$ cat config.mk
export PLATFORM = sky130hd
export DESIGN_NAME = w_serializer
export DESIGN_NICKNAME = d
export VERILOG_FILES = /design/src/rtl/ser_pkg.sv /design/src/rtl/ser_bit_counter.sv /design/src/rtl/w_serializer.sv
export SDC_FILE = /design/constraint.sdc
export NUM_CORES = 1
export LEC_CHECK = 0
export ABC_AREA = 1
export CORE_MARGIN = 4
export CORE_UTILIZATION = 45
export CTS_CLUSTER_DIAMETER = 150
export DETAILED_ROUTE_END_ITERATION = 8
export PLACE_DENSITY = 0.74
export SLEW_MARGIN = 40
export SYNTH_ARGS = -nofsm -noshare
export SYNTH_HDL_FRONTEND = slang
export SYNTH_SLANG_ARGS = --single-unit
$ cat constraint.sdc
create_clock -name clk -period 1.5 [get_ports clk]
set_input_delay 0.3 -clock clk [delete_from_list [all_inputs] [get_ports clk]]
set_output_delay 0.3 -clock clk [all_outputs]
set_load 0.03 [all_outputs]
$ cat src/rtl/ser_pkg.sv
// ---------------------------------------------------------------------------
// ser_pkg
// Shared definitions for the w_serializer front end: the serializer state
// encoding, the default word length and a helper that sizes the bit counter.
// Optional feature macro used by the design: SER_PARITY_EN (adds the parity
// state and the trailing even-parity bit).
// ---------------------------------------------------------------------------
package ser_pkg;

    typedef enum logic [1:0] {
        IDLE   = 2'd0,
        SHIFT  = 2'd1,
        PARITY = 2'd2
    } ser_state_t;

    localparam int SER_WIDTH_DEFAULT = 8;

    // Bit counter only needs to reach WIDTH-1, so $clog2(WIDTH) bits suffice;
    // the floor of 1 keeps the vector legal for degenerate widths.
    function automatic int ser_cnt_width(input int width);
        return (width < 2) ? 1 : $clog2(width);
    endfunction

endpackage

$ cat src/rtl/ser_bit_counter.sv
// ---------------------------------------------------------------------------
// ser_bit_counter
// Loadable up-counter that tracks which bit of the current word is on the
// serial line. It saturates at WIDTH-1 and never wraps.
// Ports:
//   clk    - clock, rising edge
//   reset  - asynchronous active-high reset, clears the count to 0
//   clear  - synchronous clear to 0 (start of a new word), wins over inc
//   inc    - advance by one, ignored once WIDTH-1 is reached
//   term   - high while the count equals WIDTH-1 (last data bit)
// ---------------------------------------------------------------------------
module ser_bit_counter
    import ser_pkg::*;
#(
    parameter int WIDTH = SER_WIDTH_DEFAULT
) (
    input  logic clk,
    input  logic reset,
    input  logic clear,
    input  logic inc,
    output logic term
);

    localparam int             CW   = ser_cnt_width(WIDTH);
    localparam logic [CW-1:0]  LAST = CW'(WIDTH - 1);

    logic [CW-1:0] count;

    // Clear has priority so a word accepted on its predecessor's last bit
    // restarts at 0; saturating at LAST keeps the counter parked there while
    // the parity bit (if any) is on the line.
    always_ff @(posedge clk or posedge reset) begin
        if (reset) begin
            count <= '0;
        end else if (clear) begin
            count <= '0;
        end else if (inc && (count != LAST)) begin
            count <= count + 1'b1;
        end
    end

    assign term = (count == LAST);

endmodule

$ cat src/rtl/w_serializer.sv
// ---------------------------------------------------------------------------
// w_serializer
// Parallel-to-serial front end for the ej3b sequence detector. A WIDTH-bit
// word accepted through load/ready is driven MSB first on w, one bit per
// rising edge of clk, with back-to-back words streaming without a gap.
// Optional feature macro: SER_PARITY_EN appends an even-parity bit (XOR of
// the whole word) after the last data bit; the word then takes WIDTH+1 cycles.
// Ports:
//   clk    - clock, rising edge
//   reset  - asynchronous active-high reset
//   din    - word to serialize, sampled only on an accepted load
//   load   - load request, accepted on an edge where load && ready
//   ready  - a word can be accepted on the next edge
//   w      - serial bit to the detector (registered)
//   valid  - w carries a data or parity bit this cycle (registered)
//   done   - high during the final serial bit of the current word
// ---------------------------------------------------------------------------
module w_serializer
    import ser_pkg::*;
#(
    parameter int   WIDTH      = SER_WIDTH_DEFAULT,
    parameter logic IDLE_LEVEL = 1'b0
) (
    input  logic             clk,
    input  logic             reset,
    input  logic [WIDTH-1:0] din,
    input  logic             load,
    output logic             ready,
    output logic             w,
    output logic             valid,
    output logic             done
);

    ser_state_t       state;
    logic [WIDTH-1:0] shreg;
    logic             term;
    logic             accept;
    logic             cntInc;
`ifdef SER_PARITY_EN
    logic             parityBit;
`endif

    // ready and done are decoded purely from registered state and count, so
    // they change only right after a clock edge. With parity the last data
    // bit is not the final serial bit, so the handshake moves to PARITY.
    always_comb begin
        ready = 1'b0;
        done  = 1'b0;
        case (state)
            IDLE: begin
                ready = 1'b1;
            end
            SHIFT: begin
`ifdef SER_PARITY_EN
                ready = 1'b0;
                done  = 1'b0;
`else
                ready = term;
                done  = term;
`endif
            end
            PARITY: begin
                ready = 1'b1;
                done  = 1'b1;
            end
            default: begin
                ready = 1'b0;
                done  = 1'b0;
            end
        endcase
    end

    assign accept = load && ready;
    assign cntInc = (state == SHIFT) && !accept;

    ser_bit_counter #(
        .WIDTH (WIDTH)
    ) u_bit_counter (
        .clk   (clk),
        .reset (reset),
        .clear (accept),
        .inc   (cntInc),
        .term  (term)
    );

    // w is registered, so on an accepted load the MSB goes straight onto the
    // line and shreg keeps only the bits still to come, MSB-aligned. An accept
    // always takes priority, which is what gives gap-free streaming when load
    // is held through the final bit of the previous word.
    always_ff @(posedge clk or posedge reset) begin
        if (reset) begin
            state <= IDLE;
            shreg <= '0;
            w     <= IDLE_LEVEL;
            valid <= 1'b0;
`ifdef SER_PARITY_EN
            parityBit <= 1'b0;
`endif
        end else if (accept) begin
            state <= SHIFT;
            shreg <= {din[WIDTH-2:0], 1'b0};
            w     <= din[WIDTH-1];
            valid <= 1'b1;
`ifdef SER_PARITY_EN
            parityBit <= ^din;
`endif
        end else begin
            case (state)
                SHIFT: begin
                    if (!term) begin
                        w     <= shreg[WIDTH-1];
                        shreg <= {shreg[WIDTH-2:0], 1'b0};
                    end else begin
`ifdef SER_PARITY_EN
                        state <= PARITY;
                        w     <= parityBit;
                        valid <= 1'b1;
`else
                        state <= IDLE;
                        w     <= IDLE_LEVEL;
                        valid <= 1'b0;
`endif
                    end
                end
                PARITY: begin
                    state <= IDLE;
                    w     <= IDLE_LEVEL;
                    valid <= 1'b0;
                end
                default: begin
                    state <= IDLE;
                    w     <= IDLE_LEVEL;
                    valid <= 1'b0;
                end
            endcase
        end
    end

endmodule

After elaboration in Yosys (flattened, before gate mapping)
Index checks and enable logic that the tools add are counted.
- register bits: 15
- output and inout bits: 4
- logic and storage cells: 37
- add/sub/neg operators: 1
- equality and inequality tests: 6
- muxes and demuxes: 16
- reductions and logical operators: 9
- operators with widths (kind ; number):
    8-bit 2-to-1 mux ; 3
    1-bit 2-to-1 mux ; 6
    2-bit 2-to-1 mux ; 3
    3-bit 2-to-1 mux ; 2
    3-bit != test (second input constant) ; 2
    1-bit one-hot mux with 2 select lines ; 2
    2-bit nonzero test ; 2
    3-bit by 1-bit adder with 3-bit output (second input constant) ; 1
    3-bit equality test (second input constant) ; 1
    1-bit logical AND ; 3
    2-bit by 1-bit equality test with 1-bit output (second input constant) ; 1
    2-bit equality test (second input constant) ; 1
    2-bit logical NOT ; 1
    2-bit by 1-bit != test with 1-bit output (second input constant) ; 1
    2-bit AND reduction ; 1
    2-bit OR reduction ; 1
    1-bit logical NOT ; 1

Longest topological paths before layout
- word-level depth: 9
- gate-level depth with buffers: 7
- depth with buffers taken out: 6

Cells and area by module
A second synthesis with hierarchy kept.
- cell total of the unflattened synthesis: 73
- area, all modules: 614.3 um^2
- modules (own cells, without submodules) (module ; instances ; cells an instance ; area each (um^2) ; seq. area each (um^2)):
    w_serializer ; 1 ; 52 ; 444.2 ; 225.2
    ser_bit_counter ; 1 ; 21 ; 170.2 ; 75.1

Worst setup path after synthesis
OpenSTA, ideal clock, no wires.
- path kind: reg-to-output
- start: register u_bit_counter.count[0]
- end: output ready
- arrival time: 1.078 ns
- data required time: 1.200 ns
- setup slack: 0.122 ns
- cell stages (with the launch flop): 6
- buffers on the path: 1
- cells stage by stage: dfrtp_1 > ha_1 > ha_1 > inv_2 > nand2_4 > buf_6
- longest elaborated chain between the ends: 2
- ends and longest elaborated chain (item ; RTL line ; RTL):
    start: declaration ; ser_bit_counter.sv:27 ; logic [CW-1:0] count;
    start signal: assignment ; ser_bit_counter.sv:38 ; count <= count + 1'b1;
    3-bit equality test ; ser_bit_counter.sv:42 ; assign term = (count == LAST);
    1-bit one-hot mux with 2 select lines ; w_serializer.sv:49 ; case (state)
    end: declaration ; w_serializer.sv:28 ; output logic ready,
No other way between the ends.

Worst setup path after layout
- start: register u_bit_counter.count[1]
- end: output ready
The elaborated chain is that of the path after synthesis.

==> impl_metrics.tcl <==
set metrics [dict create \
    status "finished, violations left" \
    violations "setup timing" \
    clock_tree.htree_level_count 1 \
    slew_headroom_pct 68.7 \
    grt_max_degree 13 \
    end_kind "primary output" \
    final_layout_size_suffix_gt1_share_pct 24.4 \
    placed_area_um2 731 \
    synth.area.top_cells "dfrtp_1, nand3_1, nand2_1, buf_6, ha_1" \
    skew_ns 0.00263 \
    setup_viol_count_final 2 \
    ys_seq_area_share_pct 51.0 \
    drt-initial-drc-count 10 \
    crit_chain "ha_2 -> ha_4 -> inv_2 -> nand2_4 -> buf_6" \
    critical_path.slowest_cell "dfrtp_1" \
    hpwl_um 825 \
    io_buffers 14 \
    worst-setup-path-type "reg -> out" \
    rsz0062_at_grt "yes" \
    grtUsageTotal_pct 14.1 \
    register_area_um2 300 \
    cap_violations 0 \
    ys_ff_latch 12 \
    clock.fmax_ghz 0.640 \
    die_w_um 44.2 \
    arrival_ns 1.26 \
    numCtsBuffers 3 \
    tightest_slew_ns 0.468 \
    tritoncts "done" \
    antenna_found_initial 0 \
    slowest_delay_ns 0.39 \
    hold_buffers 0 \
    netlist_area_um2 589 \
    nNetsFinal 101 \
    grt_pass1_vias 433 \
    first_pass_iters 4 \
    utilization_pct 69.0 \
    cp-startpoint "u_bit_counter.count[1]" \
    clockRootBuffer "clkbuf_4" \
    layout_commonest_cell "nand3_1" \
    cts_num_sinks 12 \
    place_ws_ns 0.0724 \
    start_util_pct 50.3 \
    syn_to_final_growth_pct 37.2 \
    final_antenna_net_count 0 \
    syn-num-nets 78 \
    synth.yosys.warnings 0 \
    hp-class "in -> async" \
    worst_setup_path_start_kind "flip-flop" \
    die_h_um 44.2 \
    timing.rr.start "u_bit_counter.count[1]" \
    final_cell_mix "nand3_1, nand2_1, dfrtp_1, clkdlybuf4s50_1, buf_4" \
    clock_latency_ns 0.27 \
    synth_area_per_cell_um2 9.07 \
    finalMaxSlewViolations 0 \
    clk_pin_slew_worst_paths_ns 0.07 \
    ys_types 11 \
    placementRows 12 \
    final.min_clock_period_ns 1.56 \
    die_area_um2 1950 \
    fin_hold_ws_ns 0.338 \
    synth_top_cell_by_area "dfrtp_1" \
    vias 496 \
    synthCells 65 \
    wire_per_inst_um 12.0 \
    avgViaCountPerCell 4.96 \
    drc 0 \
    irDropWorstVdd_v 0.000857 \
    gr-total-overflow 0 \
    yosys.area.top_type_share_pct 51.0 \
    grt_pass1_wl_mm 1.97 \
    max-clock-path-buffers 2 \
    fp.coreArea_um2 1170 \
    multiInputGateArea_um2 249 \
    routabilityCongestion 0.729 \
    power.density_nw_per_um2 1770 \
    fin_area_um2 808 \
    fin_crit_sh_pct 104 \
    io-pin-count 15 \
    critPathMaxFanout 3 \
    fillers 108 \
    cellLeakagePower_nw 0.409 \
    routed_wl_mm 1.20 \
    total_power_mw 1.43 \
    fin_ws_ns -0.0622 \
    antenna_cells 0 \
    required_ns 1.20 \
    hold_viol 0 \
]
[state kept, by name, summed over array words and instances (netlist names)]
name and cells:
shreg 7, valid 1, w 1, u_bit_counter.count 3
[cells in the mapped netlist]
| cell type | number |
|---|---|
| ha_1 | 2 |
| buf_4 | 1 |
| nand2_1 | 15 |
| nand3_1 | 24 |
| inv_1 | 3 |
| inv_2 | 2 |
| dfrtp_1 | 12 |
| nand2_4 | 1 |
| o21ai_0 | 1 |
| buf_6 | 3 |
| nor2_4 | 1 |
[final cells by class]
class	instances	share of cell area, %
inverter	5	2.32
multi-input combinational	44	30.8
clock buffer	3	2.79
sequential	12	37.2
tap	14	2.17
timing repair buffer	22	24.8
[logic make-up after synthesis]
| family | after synthesis | share of synthesized area (%) |
|---|---|---|
| AND/OR/NAND/NOR | 41 | 33.8 |
| flip-flops | 12 | 51.0 |
| buffers and inverters | 9 | 10.2 |
| adder cells (fa/ha/maj) | 2 | 4.25 |
| AO/OA/AOI/OAI | 1 | 0.848 |
[path summary, 6_finish.rpt]
kind / end / slack (ns) / cells past startpoint
hold / removal: shreg[7] / 0.34 / 2
setup / recovery: ready / -0.06 / 5
max in group asynchronous: w / 0.84 / 2
hold reg to reg: shreg[7] / 0.50 / 2
min in group clk: shreg[7] / 0.50 / 2
setup reg to reg: shreg[5] / 0.07 / 7
[metrics by stage]
| stage | cells | setup TNS [ns] |
|---|---|---|
| finish | 100 | -0.109 |
| global route | 100 | -0.195 |
| CTS | 98 | -0.125 |
| detailed placement | 93 | 0 |
| global placement | 93 | 0 |
| floorplan | 65 | 0 |
[worst max-delay path, delay by kind of cell (launching register included)]
family                     cells  cell delay [ns]
DFF                            1             0.39
adders and majority gates      2             0.36
buffers and inverters          2             0.19
and+or+nand+nor                1             0.05
[per-layer routing]
metal	track usage, %	vias to the layer above	share of wire [%]
met5	0	-	0
met4	9.04	0	0.75
met3	2.44	2	5.8
met2	22.1	12	50
met1	17.7	225	43
li1	-	257	-
[report_power, final]
group	leakage, nW	internal, mW	switching [mW]
sequential	0.152	0.451	0.0716
combinational	0.243	0.329	0.386
clock	0.0138	0.0927	0.102
[what timing repair did]
item / 4_1_cts / 5_1_grt
endpoints found under the setup margin: 4 / 2
setup buffers: 2 / 2
resized for setup: 7 / 2
endpoints found under the hold margin: 0 / 0
pin swaps: 1 / 1
gates cloned: 0 / 0
Note: power is estimated with default switching activity, not from simulation.
